==> src/rtl/waterloo_text_sequencer.sv <==
// Frame-synchronous animation controller for the "WATERLOO ENGINE" overlay: typewriter
// reveal, hold, blink, blank, loop. Every output is registered and moves only on a frame tick.
module waterloo_text_sequencer #(
  parameter int unsigned REVEAL_FRAMES = 8,
  parameter int unsigned HOLD_FRAMES   = 120,
  parameter int unsigned BLINK_FRAMES  = 16,
  parameter int unsigned BLINK_COUNT   = 3,
  parameter int unsigned OFF_FRAMES    = 60
) (
  input  logic        clk,
  input  logic        rst,
  input  logic        frame_start,
  input  logic        enable,
  input  logic        restart,
  output logic [11:0] char_mask,
  output logic        text_visible,
  output logic [2:0]  phase,
  output logic        loop_done
);

  typedef enum logic [2:0] {
    IDLE   = 3'd0,
    REVEAL = 3'd1,
    HOLD   = 3'd2,
    BLINK  = 3'd3,
    OFF    = 3'd4
  } state_t;

  localparam logic [7:0]  REVEAL_LAST = 8'(REVEAL_FRAMES - 1);
  localparam logic [7:0]  HOLD_LAST   = 8'(HOLD_FRAMES - 1);
  localparam logic [7:0]  BLINK_LAST  = 8'(BLINK_FRAMES - 1);
  localparam logic [7:0]  OFF_LAST    = 8'(OFF_FRAMES - 1);
  // At BLINK_COUNT=256 this wraps to 0, matching half_cnt wrapping on its 512th increment.
  localparam logic [8:0]  HALF_TARGET = 9'(2 * BLINK_COUNT);
  localparam logic [11:0] MASK_FIRST  = 12'h001;
  localparam logic [11:0] MASK_FULL   = '1;

  state_t      state;
  state_t      state_d;
  logic [7:0]  frame_cnt;
  logic [7:0]  frame_cnt_d;
  logic [7:0]  phase_last;
  logic [8:0]  half_cnt;
  logic [8:0]  half_cnt_d;
  logic [8:0]  half_inc;
  logic [11:0] char_mask_d;
  logic        text_visible_d;
  logic        loop_done_d;
  logic        restart_pend;
  logic        restart_pend_d;
  logic        frame_start_q;
  logic        tick;
  logic        phase_event;

  assign tick     = frame_start & ~frame_start_q;
  assign half_inc = half_cnt + 9'd1;
  assign phase    = state;

  always_ff @(posedge clk) begin
    if (rst) begin
      state         <= IDLE;
      frame_cnt     <= '0;
      half_cnt      <= '0;
      char_mask     <= '0;
      text_visible  <= 1'b0;
      loop_done     <= 1'b0;
      restart_pend  <= 1'b0;
      frame_start_q <= 1'b0;
    end else begin
      state         <= state_d;
      frame_cnt     <= frame_cnt_d;
      half_cnt      <= half_cnt_d;
      char_mask     <= char_mask_d;
      text_visible  <= text_visible_d;
      loop_done     <= loop_done_d;
      restart_pend  <= restart_pend_d;
      frame_start_q <= frame_start;
    end
  end

  always_comb begin
    phase_last = '0;
    case (state)
      REVEAL:  phase_last = REVEAL_LAST;
      HOLD:    phase_last = HOLD_LAST;
      BLINK:   phase_last = BLINK_LAST;
      OFF:     phase_last = OFF_LAST;
      default: phase_last = '0;
    endcase
  end

  assign phase_event = (frame_cnt == phase_last);

  always_comb begin
    state_d        = state;
    frame_cnt_d    = frame_cnt;
    half_cnt_d     = half_cnt;
    char_mask_d    = char_mask;
    text_visible_d = text_visible;
    loop_done_d    = 1'b0;
    restart_pend_d = restart_pend | restart;

    if (tick) begin
      // A restart arriving on the tick cycle itself is consumed by this tick.
      restart_pend_d = 1'b0;
      if (!enable) begin
        state_d        = IDLE;
        char_mask_d    = '0;
        text_visible_d = 1'b0;
      end else if (restart_pend || restart || (state == IDLE)) begin
        state_d        = REVEAL;
        char_mask_d    = MASK_FIRST;
        text_visible_d = 1'b1;
        frame_cnt_d    = '0;
      end else begin
        frame_cnt_d = phase_event ? '0 : frame_cnt + 8'd1;
        if (phase_event) begin
          case (state)
            REVEAL: begin
              if (char_mask == MASK_FULL) begin
                state_d = HOLD;
              end else begin
                char_mask_d = {char_mask[10:0], 1'b1};
              end
            end
            HOLD: begin
              state_d        = BLINK;
              text_visible_d = 1'b0;
              half_cnt_d     = '0;
            end
            BLINK: begin
              half_cnt_d = half_inc;
              if (half_inc == HALF_TARGET) begin
                state_d        = OFF;
                char_mask_d    = '0;
                text_visible_d = 1'b0;
              end else begin
                text_visible_d = ~text_visible;
              end
            end
            OFF: begin
              loop_done_d = 1'b1;
              if (enable) begin
                state_d        = REVEAL;
                char_mask_d    = MASK_FIRST;
                text_visible_d = 1'b1;
                frame_cnt_d    = '0;
              end else begin
                state_d        = IDLE;
                char_mask_d    = '0;
                text_visible_d = 1'b0;
              end
            end
            default: state_d = IDLE;
          endcase
        end
      end
    end
  end

endmodule

==> config.mk <==
export PLATFORM = sky130hd
export DESIGN_NAME = waterloo_text_sequencer
export DESIGN_NICKNAME = d
export VERILOG_FILES = /design/src/rtl/waterloo_text_sequencer.sv
export SDC_FILE = /design/constraint.sdc
export NUM_CORES = 1
export LEC_CHECK = 0
export CORE_ASPECT_RATIO = 1.25
export CORE_UTILIZATION = 38
export CTS_CLUSTER_SIZE = 28
export DETAILED_ROUTE_END_ITERATION = 7
export GPL_ROUTABILITY_DRIVEN = 0
export HOLD_SLACK_MARGIN = 0.15
export PLACE_DENSITY = 0.67
export RECOVER_POWER = 100
export SYNTH_ARGS = -nofsm -noshare
export SYNTH_HDL_FRONTEND = slang
export SYNTH_SLANG_ARGS = --single-unit
==> constraint.sdc <==
create_clock -name clk -period 6.75 [get_ports clk]
set_clock_uncertainty 0.15 [all_clocks]
set_input_delay 1.35 -clock clk [delete_from_list [all_inputs] [get_ports clk]]
set_output_delay 1.35 -clock clk [all_outputs]
set_load 0.005 [all_outputs]
### Word-level counts from Yosys, hierarchy flattened

Index checks and enable logic that the tools add are counted.
W data, S select, Z words.

* word-level logic and storage cells: 66
* input port bits: 5
* output and inout bits: 17
* register bits after elaboration: 36

* reductions and logical operators: 11
* multiplexer cells: 24
* equal/unequal tests: 13
* add/subtract/negate cells: 2
* bitwise logic cells: 8

Operator list (count)
* $mux W12: 5
* $pmux W12 S3: 1
* $mux W8: 4
* $pmux W7 S4: 1
* $pmux W9 S2: 1
* $mux W3: 5
* $eq A12 B12 Y1 const B: 1
* $ne A4 B4 Y1 const B: 3
* $pmux W3 S4: 1
* $ne A5 B1 Y1 const B: 2
* $reduce_and A5 Y1: 2
* $add A9 B1 Y9 const B: 1
* $eq A9 B3 Y1 const B: 1
* $add A8 B1 Y8 const B: 1
* $eq A8 B8 Y1: 1
* $eq A3 B2 Y1 const B: 2
* $not A1 Y1: 6
* $mux W1: 5
* $reduce_or A5 Y1: 1
* $reduce_and A4 Y1: 1
* $eq A3 B1 Y1 const B: 1
* $eq A3 B3 Y1 const B: 1
* $logic_not A3 Y1: 1
* $ne A3 B1 Y1 const B: 1
* 8 further kinds: 9

### Longest topological paths before layout

* word-level depth: 7
* mapped depth: 8
* gate-level depth less buffers: 7

### Least setup slack after synthesis

Ideal clock, no wire load.

* path kind: input to register
* start: input restart
* end: register half_cnt[6]
* cell stages on the path: 7
* setup time: 117 ps
* path buffers: 1
* arrival: 2979 ps
* required time: 6483 ps
* setup slack: 3504 ps
* cells stage by stage: or3b_2 -> clkbuf_2 -> nor2b_1 -> nand2_1 -> nor4_4 -> o21ai_0 -> a32o_2

* longest elaborated chain between the ends: 4

Ends and longest elaborated chain
* from (decl): line 14 `input logic restart,`
* $logic_or A1 B1 Y1 (2 in series): line 110 `end else if (restart_pend || restart || (state == IDLE)) begin`
* $not A1 Y1 (no source line)
* $reduce_and A5 Y1 (no source line)
* to (signal assigned): line 72 `half_cnt <= half_cnt_d;`
* to (decl): line 43 `logic [8:0] half_cnt;`

Every way passes these cells.
A chain may end at the register's enable or synchronous reset.

### Worst setup path in the final report

* start: input enable
* end: register half_cnt[8]

* longest elaborated chain between the ends: 1

Ends and longest elaborated chain
* from (decl): line 13 `input logic enable,`
* $reduce_and A5 Y1 (no source line)

Every way passes these cells.

==> impl_results.md <==
* Antenna-violating nets left at 0
* IO Count at 22
* Die width at 68.6 um
* Hold-critical path depth at 2
* Pre-CTS setup slack at 2.56 ns
* Worst skew pair latency at 0.28 ns
* Clock share of power at 42.5%
* Synth Warn # at 0
* Final setup fails at 0
* CTS Buf Count at 5
* Initial core utilization at 40.6%
* Total gr overflow at 0
* WS Path Type: input pin to flip-flop
* Maxcap violations at 0
* Max Slew Vio Count at 0
* Initial DRC count at 88
* Switching Share at 22.3%
* Routed length per instance at 14.8 um
* Clock sink count at 36
* Layout fillers at 538
* Initial antenna violation count at 0
* Part of the Yosys area used for sequential elements at 34.2%
* Buf/Inv on CP at 1
* Inst Count DP at 321
* Layout cells sized above 1 at 7.87%
* Synth Cell Area at 2110 um^2
* Antenna cells at 0
* Period utilization at 70.6%
* Sequential Power Share at 50.1%
* HPWL Detailed at 3350 um
* Number of flops mapped to enable cells by yosys at 0
* RR Endpoint: half_cnt[8]$_SDFFE_PP0P_
* Hold_sp: char_mask[11]$_SDFFE_PP0P_
* RSZ-0062 raised after global routing: no
* CTS tree: done
* Commonest non-fill, non-tap cell in the layout: nand2_1
* Fin. Hold Viols at 0
* Hold_ws at 0.326 ns
* Die area at 5850 um^2
* Most frequent cells in the layout: 38 x nand2_1, 36 x dfxtp_1, 19 x dlygate4sd3_1
* Clock Pin Slew Worst Setup and Hold Paths at 0.07 ns
* Number of distinct library cells after synthesis at 58
* DR pass1 iterations at 4
* Worst vdd ir at 107 uV
* # DRC at 0
* CTS Buffer Depth at 2
* Gate power share at 7.4%
* Vias per Instance at 5.84
* H-tree depth at 2
* R2R cell count at 6
* Async SR Flop Fraction at 0%
* Most common flop cell mapped by yosys: dfxtp_1
* Rows at 29
* Synth Register Bits at 36
* CP max FO at 10
* Final min period at 4.76 ns
* GRT Total Usage at 17.8%
* Worst Setup End Kind: flip-flop
* Post-CTS Setup Bufs at 0
* Cts-stage hold buffer count at 0
* Multi-input gate area at 1270 um^2
* Area leader, netlist: dfxtp_1
* Port Buf Inserts at 21
* Net Sw Power at 0.0965 mW
* FMAX at 210 MHz
* Layout Utilization at 46.6%
* PD cells at 179 nW/um^2
* CTS resizes at 0
* Final setup margin at 1.99 ns
* Final net count at 274
* Hold endpoint: char_mask[11]$_SDFFE_PP0P_
* P_int at 0.337 mW
* Vias in the first global route at 1712
* Max incr delay on CP at 1.12 ns
* Crit path arrival time at 4.84 ns
* R2r setup slk at 3.21 ns
* Layout area overhead at 14.7%
* CP max-delay cell: nor4_1
* Pleak at 0.921 nW
* Net count after synthesis at 260
* Tightest Hold Check Type: flip-flop to flip-flop
* Kind of cell adding the most delay to the critical path: simple AND/OR/NAND/NOR gates
* Slew HR at 4.09%
* Drt total wl at 4860 um
* Synth top area cells: dfxtp_1 34%, mux2i_1 8.1%, nand2_1 6.8%, nor3b_1 2.9%, o21ai_0 2.6%
* Startpoint Class: input pin
* Finished Layout Cells at 329
* Mapped Avg Cell Area at 8.36 um^2
* Synth Instances at 252
* Core area at 5190 um^2
* Reg area at 721 um^2
* Worst-Margin Slew at 1.43 ns
* Worst r2r src: phase[2]$_SDFFE_PP0P_
* Setup TNS at 0 ns
* Die height at 85.2 um
* CTS root buffer: clkbuf_8
* Largest net degree at the start of global routing at 27
* CP required at 6.82 ns
* Synth top area share at 34.2%
* Global-route wire length before repair at 8070 um
* Run status: completed
* Vias at 1921
* Sequence of cells on the critical path: dlygate4sd3_1 > or3b_2 > nor2b_1 > nand2_1 > nor4_1 > and2_0 > a32o_2
state kept, by name (all words and copies together) (netlist names):
register and flops:
char_mask 12, frame_cnt 8, frame_start_q 1, half_cnt 9, loop_done 1, phase 3, restart_pend 1, text_visible 1
worst max-delay path by stage:
stage | cells after the start | start | end
5_1_grt | 7 | enable | half_cnt[4]$_SDFFE_PP0P_
4_1_cts | 7 | enable | half_cnt[8]$_SDFFE_PP0P_
2_1_floorplan | 7 | restart | half_cnt[6]$_SDFFE_PP0P_
3_5_place_dp | 5 | rst | phase[1]$_SDFFE_PP0P_
6_report | 7 | enable | half_cnt[8]$_SDFFE_PP0P_
3_3_place_gp | 7 | enable | half_cnt[8]$_SDFFE_PP0P_
metal layers:
| metal | vias to the layer above | GRT usage (%) | routed length, um | share of wire (%) |
|---|---|---|---|---|
| met1 | 916 | 22.8 | 2330 | 48 |
| met3 | 8 | 3.49 | 128 | 2.6 |
| li1 | 963 | - | - | - |
| met2 | 34 | 29.0 | 2310 | 47 |
| met5 | - | 0 | 0 | 0 |
| met4 | 0 | 6.44 | 94 | 1.9 |
worst register-to-register path, cell delays in order (launching register included):
cell and delay [ns]:
dfxtp_1 0.47, or3_1 0.52, a211oi_1 0.29, o31ai_2 0.16, nor4_1 1.20, and2_0 0.50
a32o_2 0.19
cells in the mapped netlist (all sizes together) (2+ instances only):
| master | n |
|---|---|
| a211oi | 4 |
| a21o | 2 |
| a21oi | 7 |
| a31o | 2 |
| a32o | 7 |
| and3 | 8 |
| buf | 6 |
| clkbuf | 10 |
| dfxtp | 36 |
| ha | 3 |
| inv | 3 |
| mux2i | 17 |
| nand2 | 38 |
| nand2b | 4 |
| nand3 | 7 |
| nand4 | 6 |
| nor2 | 13 |
| nor2b | 5 |
| nor3 | 8 |
| nor3b | 8 |
| nor4 | 7 |
| nor4b | 3 |
| o211ai | 3 |
| o21a | 2 |
| o21ai | 12 |
| o311ai | 2 |
| or2 | 3 |
| or3 | 4 |
| xor2 | 2 |
logic make-up after synthesis:
logic type,Yosys count,share of synthesized area [%]
xor+xnor,3,1.25
mux,17,8.08
buf+inv,20,4.57
flops,36,34.2
simple gates,121,31.2
compound gates,52,18.9
fa+ha+maj,3,1.78
power groups by stage:
stage	Combinational (mW)	Sequential, mW	Clock, mW
finish	0.0320	0.217	0.184
global route	0.0350	0.217	0.201
CTS	0.0336	0.217	0.189
detailed placement	0.0335	0.222	0
global placement	0.0332	0.222	0
floorplan	0.0244	0.221	0
through the flow:
step	cell area [um^2]	total power, mW
floorplan	2110	0.245
global placement	2330	0.255
detailed placement	2330	0.255
CTS	2430	0.439
global route	2420	0.454
finish	2420	0.433
final cells by class:
class	instances	area share, %
flip-flops and latches	36	29.8
repair buffers	23	9.17
clock buffers	6	3.00
well taps	62	3.21
clock inverters	2	1.45
inverters	4	0.621
multi-input cells	196	52.7
(Power assumes the default switching activity.)
